File: config.mk
export PLATFORM = sky130hd
export DESIGN_NAME = crc8
export DESIGN_NICKNAME = d
export VERILOG_FILES = /design/src/rtl/crc8.sv
export SDC_FILE = /design/constraint.sdc
export NUM_CORES = 1
export LEC_CHECK = 0
export ABC_AREA = 1
export BUFFER_PORTS_ARGS = -buffer_cell sky130_fd_sc_hd__clkbuf_2
export CAP_MARGIN = 10
export CORE_AREA = 2 2 39 41
export CTS_BUF_LIST = sky130_fd_sc_hd__clkbuf_8 sky130_fd_sc_hd__clkbuf_16
export DETAILED_ROUTE_END_ITERATION = 6
export DIE_AREA = 0 0 41 43
export SLEW_MARGIN = 30
export SYNTH_ARGS = -nofsm -noshare
export SYNTH_HDL_FRONTEND = slang
export SYNTH_SLANG_ARGS = --single-unit
File: constraint.sdc
create_clock -name clk -period 0.9 [get_ports clk]
set_input_delay 0.09 -clock clk [delete_from_list [all_inputs] [get_ports clk]]
set_output_delay 0.09 -clock clk [all_outputs]
set_load 0.02 [all_outputs]
File: src/rtl/crc8.sv
// Serial CRC-8 generator/checker: one message bit per enabled clock, MSB-first,
// no reflection, no final XOR. Register is exposed directly as the CRC output.
module crc8 #(
  parameter int unsigned      WIDTH = 8,
  parameter logic [WIDTH-1:0] POLY  = 8'h07,
  parameter logic [WIDTH-1:0] INIT  = '0
) (
  input  logic             enable,
  input  logic             clk,
  input  logic             reset,
  input  logic             din,
  output logic [WIDTH-1:0] crc
);

  logic [WIDTH-1:0] crc_q, crc_d;
  logic             fb;

  // din only enters the datapath under enable, so X on an idle din never reaches the flops
  always_comb begin
    fb    = 1'b0;
    crc_d = crc_q;
    if (enable) begin
      fb    = din ^ crc_q[WIDTH-1];
      crc_d = {crc_q[WIDTH-2:0], 1'b0} ^ (fb ? POLY : '0);
    end
  end

  always_ff @(posedge clk) begin
    if (reset) begin
      crc_q <= INIT;
    end else begin
      crc_q <= crc_d;
    end
  end

  assign crc = crc_q;

endmodule

### Word level (Yosys, flattened, before mapping)

Cells that the tools add are included.
Widths: inputs -> output; s select.

* flip-flop bits (word level): 8
* input port bits: 4
* output and inout bits: 8
* logic and storage cells: 4

* muxes and demuxes: 1
* bitwise gates (word level): 2

Operators by type and width (number)
* $xor 8x3->8: 1
* $mux 3: 1
* $xor 1x1->1: 1

### Logic depth before layout (Yosys ltp)

* depth after elaboration: 3
* gate-level depth with buffers: 6
* mapped depth without buffers: 5

### Worst setup path before layout

Ideal clock, no wire load.

* path type: flip-flop to flip-flop
* start: register crc_q[7] (netlist: crc[7])
* end: register crc_q[1] (netlist: crc[1])
* setup time: 0.113 ns
* data arrival time: 0.855 ns
* slack: -0.068 ns
* stages on the path, launching flop included: 6
* path buffers: 0
* cell sequence: dfxtp_1 nand2_1 nand2_4 nor2_4 nor2_1 nor2_1

* word-level cells in the longest chain between the ends: 3

RTL lines
* start, declared: line 15 `logic [WIDTH-1:0] crc_q, crc_d;`
* start signal, assigned: line 32 `crc_q <= crc_d;`
* $xor 1x1->1: line 23 `fb = din ^ crc_q[WIDTH-1];`
* $mux 3: line 24 `crc_d = {crc_q[WIDTH-2:0], 1'b0} ^ (fb ? POLY : '0);`
* $xor 8x3->8: line 24

Every way passes these cells.
A chain may end at the register's enable or synchronous reset.

### Final worst setup path

* start: register crc_q[1] (netlist: crc[1])
* end: output crc[1]

RTL lines
* end, declared: line 12 `output logic [WIDTH-1:0] crc`

No word-level cell between the ends.

==> impl_metrics.csv <==
group,metric,value,unit
route,ant_nets,0,
clocking,cts_tree,"built",
route,wire_per_inst,9.72,um
final_layout,areaGrowthSynthToFinish,33.0,%
clocking,cts_buffer_depth,2,
placement,gp_congestion,0.670,
synthesis,yosys-top-cells-area,"dfxtp_1 45%, nor2_1 14%, nand2_1 12%, o21ai_0 7.0%, nand4_1 3.5%",
sta,min_period,0.864,ns
clocking,cts_buffers,3,
floorplanning,fp-row-count,14,
placement,dpl.hpwl,517,um
sta,setup-violations-final,0,
route,drt_first_iter_violations,5,
clocking,cts-root-buf,"clkbuf_8",
worst_setup_path,endpoint_kind,"output port",
synthesis,synth-seq-cells,8,
floorplanning,dieArea,1760,um^2
worst_setup_path,worstPathRequired,0.81,ns
final_layout,drive_above_1_share,37.1,%
sta,fmax,1.16,GHz
sta,clock_skew,0.00492,ns
clocking,cts_resized,0,
synthesis,synthCells,49,
clocking,cts_sinks,8,
final_layout,postLayoutCoreUtil,34.3,%
route,firstDrtPassIters,4,
worst_setup_path,cpPeakStageDelay,0.38,ns
sta,relSlewSlack,83.4,%
sta,final_max_slew_viol_count,0,
synthesis,postSynthNetCount,53,
worst_setup_path,cp.arrival,0.77,ns
run,drv_cap,0,
final_layout,num-nets-final,68,
worst_setup_path,critical_path_class,"reg2out",
final_layout,largest_reg_flops,8,
clocking,cts_setup_buffers,0,
grt,grt_remaining_overflow,0,
power,ir_worst_vdd,0.00117,V
worst_setup_path,critPathTopFamily,"flip-flops",
synthesis,synth_top_area_cell,"dfxtp_1",
status,status,"finished clean",
worst_setup_path,path_buf_inv,1,
synthesis,synth_top_cell_area_share,44.9,%
worst_setup_path,worstSetupStartpointType,"register",
route,drt-vias-per-instance,4.46,
placement,dp_slack,0.0860,ns
grt,grt_pass1_wl,1.21,mm
clocking,worstSkewPairLatency,0.23,ns
sta,hold_viol,0,
route,drc,0,
clocking,path_clk_slew,0.04,ns
sta,fin_crit_sh,96.0,%
sta,rsz0062_at_grt,"no",
synthesis,syn-cell-area,357,um^2
grt,grt_use_total,11.3,%
power,power,0.987,mW
final_layout,n_antenna_cell,0,
floorplanning,fp.dieH,43,um
floorplanning,initial_core_util,25.8,%
sta,setup_ws,0.0358,ns
sta,tns,0,ns
synthesis,syn_avg_cell_area,7.28,um^2
clocking,cts_hold_buf,0,
synthesis,ys_seq_area_share,44.9,%
sta,tightest_slew,0.249,ns
clocking,cts.htree.levels,1,
grt,grt_pass1_vias,293,
grt,grt_start_max_net_pins,11,
synthesis,ys_warn_count,0,
placement,io_buffers,11,
power,p_per_area,2080,nW/um^2
grt,antenna_found_initial,0,
min_path,hold_class,"in2reg",
worst_setup_path,worstPathCellList,"buf_4",
floorplanning,core,1380,um^2
floorplanning,die_w,41,um
worst_setup_path,crit_fanout,4,
synthesis,ys_types,13,
route,vias,348,
worst_setup_path,crit_slowest_cell,"dfxtp_1",
floorplanning,io_pins,12,
power,power_leakage,0.232,nW
route,postRouteWirelength,758,um
## kinds of logic after synthesis
group | count (synthesis) | synth area share, %
flip-flops | 8 | 44.9
AO/OA/AOI/OAI | 7 | 10.9
buffers and inverters | 6 | 9.12
AND/OR/NAND/NOR | 28 | 35.1
## report_power, final
part / switching [mW] / internal (mW) / total, mW
Sequential: 0.0206 / 0.383 / 0.403
Clock: 0.144 / 0.290 / 0.434
Combinational: 0.0956 / 0.0544 / 0.150
Total: 0.260 / 0.727 / 0.987
## synthesized netlist by cell type
cell type   n
inv_4       1
dfxtp_1     8
o21ai_0     5
nand2_4     1
a21oi_2     1
inv_2       1
nand4_1     2
nand2_1    11
nor2_1     13
inv_1       3
a21oi_1     1
nor2_4      1
buf_6       1
## layout by cell type, fill, tap and decap left out, types with 2 or more instances in the layout
cell type,instances
nand2_1,10
clkbuf_2,9
o21ai_0,5
nor2_1,12
clkbuf_8,3
dfxtp_1,6
dfxtp_2,2
nand4_1,2
buf_4,2
inv_1,3
## final cells by class
class                   instances  area [um^2]
clock buffers                   3         41.3
well taps                      16         20.0
multi-input cells              35          169
repair buffers                 11         60.1
flip-flops and latches          8          163
fillers                       161          910
inverters                       5         21.3
## worst register-to-register path, stage by stage, from the launching register on
cell and delay, ns:
dfxtp_2 0.33, nor2_2 0.16, nor2_4 0.06, nor2_1 0.08, nor2_1 0.05
## final timing paths
path	from	end	slack (ns)	cells past startpoint
setup / recovery	crc[1]$_SDFFE_PP0P_	crc[1]	0.04	1
hold / removal	reset	crc[0]$_SDFFE_PP0P_	0.03	2
setup reg to reg	crc[7]$_SDFFE_PP0P_	crc[2]$_SDFFE_PP0P_	0.10	4
hold reg to reg	crc[0]$_SDFFE_PP0P_	crc[0]$_SDFFE_PP0P_	0.49	2
## metrics by stage
stage | cells | hold WS (ns) | cell area, um^2
2_1_floorplan | 49 | 0.152 | 358
3_3_place_gp | 75 | 0.271 | 422
3_5_place_dp | 75 | 0.273 | 422
4_1_cts | 78 | 0.0299 | 463
5_1_grt | 78 | 0.0212 | 474
6_report | 78 | 0.0254 | 474
## routing by layer
metal	track usage [%]	routed length, um	share of wire, %
met4	8.00	29	3.8
met5	0	0	0
met1	12.5	339	45
met3	9.42	71	9.4
met2	13.8	317	42
(Power assumes the default switching activity.)
